**config.mk**
```make
export PLATFORM = sky130hd
export DESIGN_NAME = fpga_transmitter
export DESIGN_NICKNAME = d
export VERILOG_FILES = /design/src/rtl/fpga_transmitter_pkg.sv /design/src/rtl/fpga_tx_shift_register.sv /design/src/rtl/fpga_transmitter.sv
export SDC_FILE = /design/constraint.sdc
export NUM_CORES = 1
export LEC_CHECK = 0
export ABC_AREA = 1
export BUFFER_PORTS_ARGS = -buffer_cell sky130_fd_sc_hd__buf_2
export CORE_UTILIZATION = 50
export DETAILED_ROUTE_END_ITERATION = 6
export PLACE_DENSITY_LB_ADDON = 0.2
export SETUP_SLACK_MARGIN = 0.2
export SLEW_MARGIN = 20
export SYNTH_ARGS = -nofsm -noshare
export SYNTH_HDL_FRONTEND = slang
export SYNTH_SLANG_ARGS = --single-unit
```
**constraint.sdc**
```tcl
create_clock -name clock -period 1.5 [get_ports clock]
set_input_delay 0.45 -clock clock [delete_from_list [all_inputs] [get_ports clock]]
set_output_delay 0.45 -clock clock [all_outputs]
set_load 0.005 [all_outputs]
```
**src/rtl/fpga_transmitter_pkg.sv**
```systemverilog
// Shared definitions for the FPGA-to-FPGA link transmitter: FSM state
// encoding, default sizing and the serial bit order agreed with the receiver.
package fpga_transmitter_pkg;

    typedef enum logic [1:0] {
        ST_IDLE    = 2'd0,
        ST_SEND    = 2'd1,
        ST_FINISH  = 2'd2,
        ST_RELEASE = 2'd3
    } tx_state_t;

    localparam int DEFAULT_WIDTH       = 8;
    localparam int DEFAULT_ACK_TIMEOUT = 1023;

    // Link bit order; the receiver imports the same constant.
    localparam bit LINK_MSB_FIRST = 1'b1;

endpackage

```
**src/rtl/fpga_tx_shift_register.sv**
```systemverilog
// Parallel-load shift register that presents the next link bit on o_bit.
// Zero fill means the line idles low once every bit has been shifted out.
module fpga_tx_shift_register
    import fpga_transmitter_pkg::*;
#(
    parameter int WIDTH = DEFAULT_WIDTH
) (
    input  logic             i_clk,
    input  logic             i_rst_n,
    input  logic             i_load,
    input  logic             i_shift,
    input  logic [WIDTH-1:0] i_data,
    output logic             o_bit
);

    logic [WIDTH-1:0] r_shift;
    logic [WIDTH-1:0] w_shifted;

    generate
        if (LINK_MSB_FIRST) begin : g_msb_first
            assign w_shifted = r_shift << 1;
            assign o_bit     = r_shift[WIDTH-1];
        end else begin : g_lsb_first
            assign w_shifted = r_shift >> 1;
            assign o_bit     = r_shift[0];
        end
    endgenerate

    always_ff @(posedge i_clk or negedge i_rst_n) begin
        if (!i_rst_n) begin
            r_shift <= '0;
        end else if (i_load) begin
            r_shift <= i_data;
        end else if (i_shift) begin
            r_shift <= w_shifted;
        end
    end

endmodule

```
**src/rtl/fpga_transmitter.sv**
```systemverilog
// Sending end of the FPGA-to-FPGA link: accepts a byte on load/ready, ships it
// serially with send, then holds finish until the receiver acknowledges.
module fpga_transmitter
    import fpga_transmitter_pkg::*;
#(
    parameter int WIDTH       = DEFAULT_WIDTH,
    parameter int ACK_TIMEOUT = DEFAULT_ACK_TIMEOUT
) (
    input  logic             clock,
    input  logic             reset,
    input  logic [WIDTH-1:0] data_in,
    input  logic             load,
    output logic             ready,
    output logic             done,
    output logic             error,
    output logic             data,
    output logic             send,
    output logic             finish,
    input  logic             acknowledge
);

    localparam int BW = $clog2(WIDTH + 1);
    localparam int TW = $clog2(ACK_TIMEOUT + 1);
    localparam logic [BW-1:0] BIT_LAST = BW'(WIDTH - 1);
    localparam logic [TW-1:0] TMO_LAST = TW'(ACK_TIMEOUT - 1);

    tx_state_t     r_state;
    tx_state_t     w_state_next;
    logic [BW-1:0] r_bit_cnt;
    logic [TW-1:0] r_tmo_cnt;

    logic r_ready;
    logic r_done;
    logic r_error;
    logic r_send;
    logic r_finish;
    logic w_ready_next;
    logic w_done_next;
    logic w_error_next;
    logic w_send_next;
    logic w_finish_next;

    logic w_load_accept;
    logic w_shift_en;
    logic w_ack_expired;
    logic w_data_bit;

    assign w_load_accept = (r_state == ST_IDLE) && load;
    assign w_shift_en    = (r_state == ST_SEND);
    assign w_ack_expired = (r_tmo_cnt == TMO_LAST);

    fpga_tx_shift_register #(
        .WIDTH(WIDTH)
    ) u_shift (
        .i_clk   (clock),
        .i_rst_n (reset),
        .i_load  (w_load_accept),
        .i_shift (w_shift_en),
        .i_data  (data_in),
        .o_bit   (w_data_bit)
    );

    always_ff @(posedge clock or negedge reset) begin
        if (!reset) begin
            r_state <= ST_IDLE;
        end else begin
            r_state <= w_state_next;
        end
    end

    always_comb begin
        w_state_next = r_state;
        case (r_state)
            ST_IDLE:    if (load) w_state_next = ST_SEND;
            ST_SEND:    if (r_bit_cnt == BIT_LAST) w_state_next = ST_FINISH;
            // Acknowledge takes priority over an expiry on the same edge.
            ST_FINISH: begin
                if (acknowledge) begin
                    w_state_next = ST_RELEASE;
                end else if (w_ack_expired) begin
                    w_state_next = ST_IDLE;
                end
            end
            ST_RELEASE: if (!acknowledge) w_state_next = ST_IDLE;
            default:    w_state_next = ST_IDLE;
        endcase
    end

    always_comb begin
        w_ready_next  = (w_state_next == ST_IDLE);
        w_send_next   = (w_state_next == ST_SEND);
        w_finish_next = (w_state_next == ST_FINISH);
        w_done_next   = (r_state == ST_RELEASE) && !acknowledge;
        w_error_next  = (r_state == ST_FINISH) && !acknowledge && w_ack_expired;
    end

    always_ff @(posedge clock or negedge reset) begin
        if (!reset) begin
            r_ready  <= 1'b1;
            r_done   <= 1'b0;
            r_error  <= 1'b0;
            r_send   <= 1'b0;
            r_finish <= 1'b0;
        end else begin
            r_ready  <= w_ready_next;
            r_done   <= w_done_next;
            r_error  <= w_error_next;
            r_send   <= w_send_next;
            r_finish <= w_finish_next;
        end
    end

    // The timeout counter only runs in FINISH and restarts on every entry.
    always_ff @(posedge clock or negedge reset) begin
        if (!reset) begin
            r_bit_cnt <= '0;
            r_tmo_cnt <= '0;
        end else begin
            if (w_load_accept) begin
                r_bit_cnt <= '0;
            end else if (w_shift_en) begin
                r_bit_cnt <= r_bit_cnt + 1'b1;
            end

            if (r_state == ST_FINISH) begin
                r_tmo_cnt <= r_tmo_cnt + 1'b1;
            end else begin
                r_tmo_cnt <= '0;
            end
        end
    end

    assign ready  = r_ready;
    assign done   = r_done;
    assign error  = r_error;
    assign send   = r_send;
    assign finish = r_finish;
    assign data   = w_data_bit;

endmodule

```
==> Word level (Yosys, flattened, before mapping) <==
Cells that the tools add are included.
{ "word_totals": {"register_bits": 29, "output_inout_bits": 6, "elab_cells": 37} }
{ "classes": {"n_reduce_logical": 8, "eq_ne": 7, "n_mux": 11, "addsub": 2} }
{ "ops": {"columns": ["cell", "count"], "rows": [
  ["$mux W8", 2],
  ["$add A10 B1 Y10 const B", 1],
  ["$eq A10 B10 Y1 const B", 1],
  ["$mux W10", 1],
  ["$mux W2", 5],
  ["$mux W4", 2],
  ["$pmux W2 S4", 1],
  ["$eq A2 B2 Y1 const B", 3],
  ["$add A4 B1 Y4 const B", 1],
  ["$eq A2 B1 Y1 const B", 2],
  ["$eq A4 B3 Y1 const B", 1],
  ["$logic_and A1 B1 Y1", 4],
  ["$logic_not A2 Y1", 2],
  ["$reduce_bool A2 Y1", 1],
  ["$logic_not A1 Y1", 1]
]} }

==> Depth between registers and ports, before layout <==
Gate-level depths: netlist (run 1).
{ "logic_depth": {"word_depth": 5, "depth_mapped": 9, "mapped_depth_nobuf": 9} }

==> Cells and area by module <==
From an unflattened synthesis (run 1), not the netlist that was laid out.
{ "unflattened": {"hier_cells": 153, "hier_area_um2": 1332.5} }
{ "modules_own_cells": {"columns": ["mod", "cells_each", "seq_area_each_um2", "area_per_inst_um2", "n_inst"], "rows": [
  ["fpga_transmitter", 110, 526.8, 955.9, 1],
  ["fpga_tx_shift_register", 43, 200.2, 376.6, 1]
]} }

==> Worst setup path after synthesis (run 1) <==
OpenSTA, ideal clock, no wires.
{ "synth_path": {"path_kind": "reg2reg", "from": "reg r_bit_cnt[0]", "to": "reg r_finish, in the netlist finish", "path_buffers": 0, "stages_incl_launch_ff": 8, "arrival_time_ps": 1022, "setup_slack_ps": 361, "required_time_ps": 1382, "path_cell_list": "dfrtp_1 -> ha_1 -> nand2_1 -> nor2_1 -> a21oi_1 -> nand2_1 -> nand2_1 -> nor2_1"} }
{ "synth_between": {"elab_chain_cells": 4} }
{ "synth_rtl": {"columns": ["element", "line", "text"], "rows": [
  ["start: declaration", "fpga_transmitter.sv:29", "logic [BW-1:0] r_bit_cnt;"],
  ["start signal: assignment", "fpga_transmitter.sv:122", "r_bit_cnt <= r_bit_cnt + 1'b1;"],
  ["$eq A4 B3 Y1", "fpga_transmitter.sv:75", "ST_SEND: if (r_bit_cnt == BIT_LAST) w_state_next = ST_FINISH;"],
  ["$mux W2", "fpga_transmitter.sv:75", null],
  ["$pmux W2 S4", "fpga_transmitter.sv:73", "case (r_state)"],
  ["$eq A2 B2 Y1", "fpga_transmitter.sv:92", "w_finish_next = (w_state_next == ST_FINISH);"],
  ["via w_finish_next", "fpga_transmitter.sv:41", "logic w_finish_next;"],
  ["end signal: assignment", "fpga_transmitter.sv:109", "r_finish <= w_finish_next;"],
  ["end: declaration", "fpga_transmitter.sv:36", "logic r_finish;"]
]} }
The timed path passes the listed nets, and every way through them passes these cells.
A chain may end at the register's enable or synchronous reset.

==> Worst setup path in the final report (run 1) <==
{ "layout_path": {"from": "reg r_ready, in the netlist ready", "to": "out ready"} }
{ "layout_lines": {"columns": ["element", "line", "text"], "rows": [
  ["start: declaration", "fpga_transmitter.sv:32", "logic r_ready;"],
  ["start signal: assignment", "fpga_transmitter.sv:105", "r_ready <= w_ready_next;"],
  ["end: declaration", "fpga_transmitter.sv:13", "output logic ready,"]
]} }
No word-level cell between the ends.

==> out/qor.yml, run 1 <==
floorplanning:
  initial_core_util_pct: 52.3
  boundaryPins: 18
  die_area_sq_um: 2780
  die_y_um: 52.7
  placement_rows: 18
  core-area_sq_um: 2450
  die_x_um: 52.7
grt:
  grt_use_total_pct: 21.4
  grt_antenna_before_repair: 0
  grt_max_degree: 17
  overflow: 0
  first_global_vias: 976
  grt_first_pass_wirelength_um: 4020
synth:
  ys_seq_area_share_pct: 56.6
  syn_area_per_cell_sq_um: 8.92
  ys_seq_elements: 29
  ys_types: 21
  synth_fp_nets: 159
  synthCells: 144
  yosys_warnings: 0
  syn-cell-area_sq_um: 1280
min_path:
  min_path_cells: 2
  hp-class: "in2reg"
  worstHoldEndpoint: "done$_DFF_PN0_"
  hold_start: "acknowledge"
setup_path:
  r2r_end: "finish$_DFF_PN0_"
  crit_family: "flip-flops"
  path_cells: "buf_2"
  crit_required_ns: 1.05
  crit_path_max_fanout: 1
  r2r_setup_slack_ns: 0.23
  critPathBufInv: 1
  criticalPathCategory: "reg2out"
  r2r_cells: 6
  cp.arrival_ns: 0.95
  cp-start-kind: "flip-flop"
  cpPeakStageDelay_ns: 0.53
  endpoint_kind: "primary output"
  worst_path_max_delay_cell: "dfstp_2"
  crit-reg2reg-launch: "r_state[1]$_DFF_PN0_"
finish:
  multi_input_area_sq_um: 522
  seqCellArea_sq_um: 728
  syn2layout_area_growth_pct: 24.1
  n_fill_cell: 201
  layout_common_cells: "nand2_1, dfrtp_1, inv_1"
  diodes: 0
  nets: 189
  drive_above_1_share_pct: 30.9
  design_area_sq_um: 1590
  utilization_pct: 64.9
  final_common_cell: "nand2_1"
route:
  avgViaCountPerCell: 5.01
  drt-initial-drc-count: 17
  route.vias.total: 1028
  wl_per_cell_um: 12.3
  dr.pass1.iters: 5
  ant_nets: 0
  drc_errors: 0
  totalWireLength_um: 2520
cts:
  cts_tree: "built"
  path_clk_slew_ns: 0.09
  clock_tree.buffer_depth: 2
  clock-root-buffer: "clkbuf_4"
  htreeDepth: 2
  clkSinkCount: 29
  cts_buffers: 5
  clk_latency_ns: 0.33
sta:
  fmax_mhz: 713
  skew_ns: 0.0130
  finalMaxSlewViolations: 0
  setup_violations: 0
  relSlewSlack_pct: 76.6
  min_period_ns: 1.40
  finalHoldViolCount: 0
  fin_crit_sh_pct: 93.5
  fin_worst_hold_slack_ns: 0.303
  worst_pin_slew_ns: 0.351
  rsz0062_at_grt: "true"
  finalSetupTns_ns: 0
power_and_ir_drop:
  ir_drop_uv: 1130
  p_leak_nw: 0.769
  p_per_area_nw_per_um2: 1740
placement:
  dp_hpwl_um: 1800
  gp_congestion: 0.765
  port-buffer-count: 17
  placed_area_sq_um: 1430
run_status:
  status: "completed"
job:
  drv_cap: 0
[per-layer routing]
layer / up-vias / routed length (um) / track usage [%]
met3: 7 / 113 / 9.57
met2: 22 / 1300 / 36.3
met4: 0 / 52 / 10.5
met5: - / 0 / 0
met1: 481 / 1060 / 22.2
li1: 518 / - / -
[registers in the layout, indices dropped and copies added, names as in the netlist]
name,cells
r_tmo_cnt,10
error,1
finish,1
ready,1
done,1
r_state,2
r_bit_cnt,4
send,1
u_shift.r_shift,8
[through the flow]
step           worst slack, ns  std cells  power, mW
2_1_floorplan            0.361        144       1.83
3_3_place_gp             0.235        192       2.07
3_5_place_dp             0.199        192       2.09
4_1_cts                 0.0737        202       2.68
5_1_grt                 0.0449        205       3.01
6_report                0.0976        205       2.77
[repair_timing]
| item | 4_1_cts | 5_1_grt |
|---|---|---|
| pin swaps | 0 | 6 |
| endpoints found under the setup margin | 3 | 24 |
| resized for setup | 1 | 17 |
| hold buffers | 1 | 0 |
| buffers inserted | 1 | 3 |
| hold endpoints to repair | 5 | 0 |
[worst max-delay path by stage]
stage | slack [ns] | start | to | cells past startpoint
global placement | 0.24 | r_state[1]$_DFF_PN0_ | r_bit_cnt[3]$_DFFE_PN0P_ | 6
finish | 0.1 | ready$_DFF_PN1_ | ready | 1
global route | 0.04 | ready$_DFF_PN1_ | ready | 1
floorplan | 0.36 | r_bit_cnt[0]$_DFFE_PN0P_ | finish$_DFF_PN0_ | 7
CTS | 0.07 | ready$_DFF_PN1_ | ready | 1
detailed placement | 0.20 | r_bit_cnt[0]$_DFFE_PN0P_ | ready$_DFF_PN1_ | 7
[cell type report]
| cell class | count | area share [%] |
|---|---|---|
| flip-flops and latches | 29 | 45.7 |
| multi-input cells | 92 | 32.7 |
| well taps | 30 | 2.35 |
| clock buffers | 7 | 4.08 |
| repair buffers | 23 | 9.11 |
| clock inverters | 1 | 0.314 |
| inverters | 23 | 5.73 |
[kinds of logic (layout without fill, tap and decap cells)]
group / count (synthesis) / in the layout / share of synthesized area, %
AOI/OAI and AO/OA: 23 / 23 / 11.1
xor gates and xnor gates: 1 / 1 / 0.682
adders and majority gates: 3 / 3 / 2.92
buffers and inverters: 23 / 54 / 6.91
DFF: 29 / 29 / 56.6
and+or+nand+nor: 65 / 65 / 21.8
[power breakdown]
part | total [mW] | internal [mW] | switching, mW | leakage (nW)
clock | 0.549 | 0.271 | 0.278 | 0.0413
sequential | 1.19 | 1.03 | 0.160 | 0.377
combinational | 1.03 | 0.406 | 0.627 | 0.351
total | 2.77 | 1.71 | 1.06 | 0.769
[Yosys cell counts, drive strengths merged]
cell	count	area share, %
nand2	35	11
dfrtp	28	55
inv	23	6.9
nor2	22	7.8
a21oi	9	3.5
o21ai	6	2.3
o221ai	5	3.4
nor3	4	1.6
ha	3	2.9
nand3	3	1.2
a22o	1	0.68
a22oi	1	0.58
dfstp	1	2.0
nand4	1	0.49
o211ai	1	0.58
xor2	1	0.68
[worst reg2reg max path: cells and delay by family (launching register included)]
kind / cells / cell delay (ns)
DFF: 1 / 0.45
buffers and inverters: 1 / 0.09
and+or+nand+nor: 5 / 0.61
Power figures use the tool's default switching activity.
==> inputs of run 2 (changes only) <==
==> constraint.sdc (replaced) <==
create_clock -name clock -period 1.3 [get_ports clock]
set_input_delay 0.39 -clock clock [delete_from_list [all_inputs] [get_ports clock]]
set_output_delay 0.39 -clock clock [all_outputs]
set_load 0.005 [all_outputs]
==> out/qor.yml, run 2 (synthesis gave the netlist of run 1 again) <==
run_status:
  violations: "negative setup slack"
  status: "finished, violations left"
setup_path:
  critPathBufInv: 0  # -1
  cpPeakStageDelay_ns: 0.41  # -0.12 ns
  cp-start-kind: "flip-flop"
  crit_top_cell: "nand2_2"
  cp.arrival_ns: 1.63  # +0.68 ns
  endpoint_kind: "flip-flop"
  crit_required_ns: 1.53  # +0.48 ns
  crit_family: "flip-flops"
  path_cells: "ha_2, nand2_2, nor2_4, a21oi_1, nand2_4, nand2_2, nor2_1"
  criticalPathCategory: "reg2reg"
  crit_path_max_fanout: 3  # +2
  worst_path_max_delay_cell: "dfrtp_1"
finish:
  regMostFlops: "r_tmo_cnt"
  nets: 213  # +13%
  syn2layout_area_growth_pct: 61.8
  design_area_sq_um: 2080  # +30%
  final_common_cell: "dfrtp_1"
  largest_register_ffs: 10  # unchanged
  top_regs: "r_tmo_cnt x10, u_shift.r_shift x8, r_bit_cnt x4"
  diodes: 0  # unchanged
  layout_common_cells: "dfrtp_1, nand2_1, inv_1, buf_2, buf_6"
  n_fill_cell: 127  # -37%
  drive_above_1_share_pct: 58.3  # +27 points
floorplanning:
  die_y_um: 52.7  # unchanged
  initial_core_util_pct: 52.3  # unchanged
  die_area_sq_um: 2780  # unchanged
  die_x_um: 52.7  # unchanged
  boundaryPins: 18  # unchanged
  placement_rows: 18  # unchanged
  core-area_sq_um: 2450  # unchanged
cts:
  clk_latency_ns: 0.33  # about the same
  cts_buffers: 5  # unchanged
  clock-root-buffer: "clkbuf_4"
  clkSinkCount: 29  # unchanged
  htreeDepth: 2  # unchanged
  clock_tree.buffer_depth: 2  # unchanged
  path_clk_slew_ns: 0.10  # about the same
  cts_tree: "built"
route:
  wl_per_cell_um: 17.1  # +39%
  drc_errors: 0  # unchanged
  ant_nets: 0  # unchanged
  route.vias.total: 1223  # +19%
  dr.pass1.iters: 4  # -1
  drt-initial-drc-count: 25  # +8
  totalWireLength_um: 3920  # +55%
  avgViaCountPerCell: 5.34  # +6.5%
sta:
  finalMaxSlewViolations: 0  # unchanged
  fmax_mhz: 712
  setup_violations: 6  # +6
  min_period_ns: 1.40
  rsz0062_at_grt: "true"
  fin_worst_hold_slack_ns: 0.251  # -0.0527 ns
  skew_ns: 0.00468  # -0.00831 ns
  fin_crit_sh_pct: 108
  worst_pin_slew_ns: 0.369  # +0.0175 ns
  finalHoldViolCount: 0  # unchanged
  layout_setup_ws_ns: -0.105  # -0.203 ns
  relSlewSlack_pct: 75.4  # -1.2 points
power_and_ir_drop:
  p_per_area_nw_per_um2: 2250  # +30%
  ir_drop_uv: 1770  # +57%
  total_power_mw: 4.68  # +69%
  p_leak_nw: 0.946  # +23%
grt:
  overflow: 0  # unchanged
  grt_first_pass_wirelength_um: 5150  # +28%
  grt_max_degree: 17  # unchanged
  grt_use_total_pct: 27.3  # +5.8 points
  grt_antenna_before_repair: 0  # unchanged
  first_global_vias: 1197  # +23%
placement:
  placed_area_sq_um: 1440  # +0.53%
  place_ws_ns: 0.0538  # -0.145 ns
  dp_hpwl_um: 1820  # +0.73%
  port-buffer-count: 17  # unchanged
  gp_congestion: 0.765  # unchanged
job:
  drv_cap: 0  # unchanged
min_path:
  hp-class: "in2reg"
-- run 2: repair_timing --
item	CTS	global route
gates cloned	1	0
setup buffers	17	10
setup endpoints to repair	26	34
endpoints found under the hold margin	12	0
resized for setup	52	41
pin swaps	19	8
hold buffers	1	0
-- run 2: cell type report --
cell class,instances,area (sq um),share of cell area [%]
Inverter,23,104,4.99
Timing Repair Buffer,46,383,18.4
Clock buffer,7,65.1,3.13
Clock inverter,1,5.00,0.241
Sequential cell,29,728,35.0
Timing Repair inverter,1,7.51,0.361
Tap cell,30,37.5,1.81
Multi-Input combinational cell,92,749,36.0
-- run 2: metal layers --
layer  track usage [%]  wire length [um]
met1              25.9              1380
met2              49.8              2290
met3              9.28               133
met4              15.8               119
met5                 0                 0
-- run 2: worst min-delay path: cells and delay by family --
kind,cells,cell delay (ns)
AND/OR/NAND/NOR,2,0.09
buffers and inverters,1,0.07
-- run 2: power by group --
part	total (mW)	switching [mW]	internal (mW)
Combinational	2.68	1.43	1.25
Sequential	1.36	0.177	1.19
Clock	0.645	0.332	0.313
Total	4.68	1.94	2.75
-- run 2: path summary, 6_finish.rpt --
path	startpoint	to	slack, ns	cells after the start
max in group asynchronous	reset	r_tmo_cnt[2]$_DFF_PN0_	0.40	3
min	data_in[0]	u_shift.r_shift[0]$_DFFE_PN0P_	0.25	3
min in group asynchronous	reset	r_tmo_cnt[5]$_DFF_PN0_	0.50	2
max reg2reg	r_bit_cnt[0]$_DFFE_PN0P_	finish$_DFF_PN0_	-0.10	7
min reg2reg	r_tmo_cnt[8]$_DFF_PN0_	r_tmo_cnt[8]$_DFF_PN0_	0.51	2
max	r_bit_cnt[0]$_DFFE_PN0P_	finish$_DFF_PN0_	-0.10	7
-- run 2: stage by stage --
stage	TNS (ns)	cells	util (%)
after CTS	-0.0554	219	74.9
after detailed placement	0	192	58.5
final	-0.368	229	84.7
after global routing	-0.703	229	84.7
after global placement	0	192	58.5
after floorplan	0	144	-
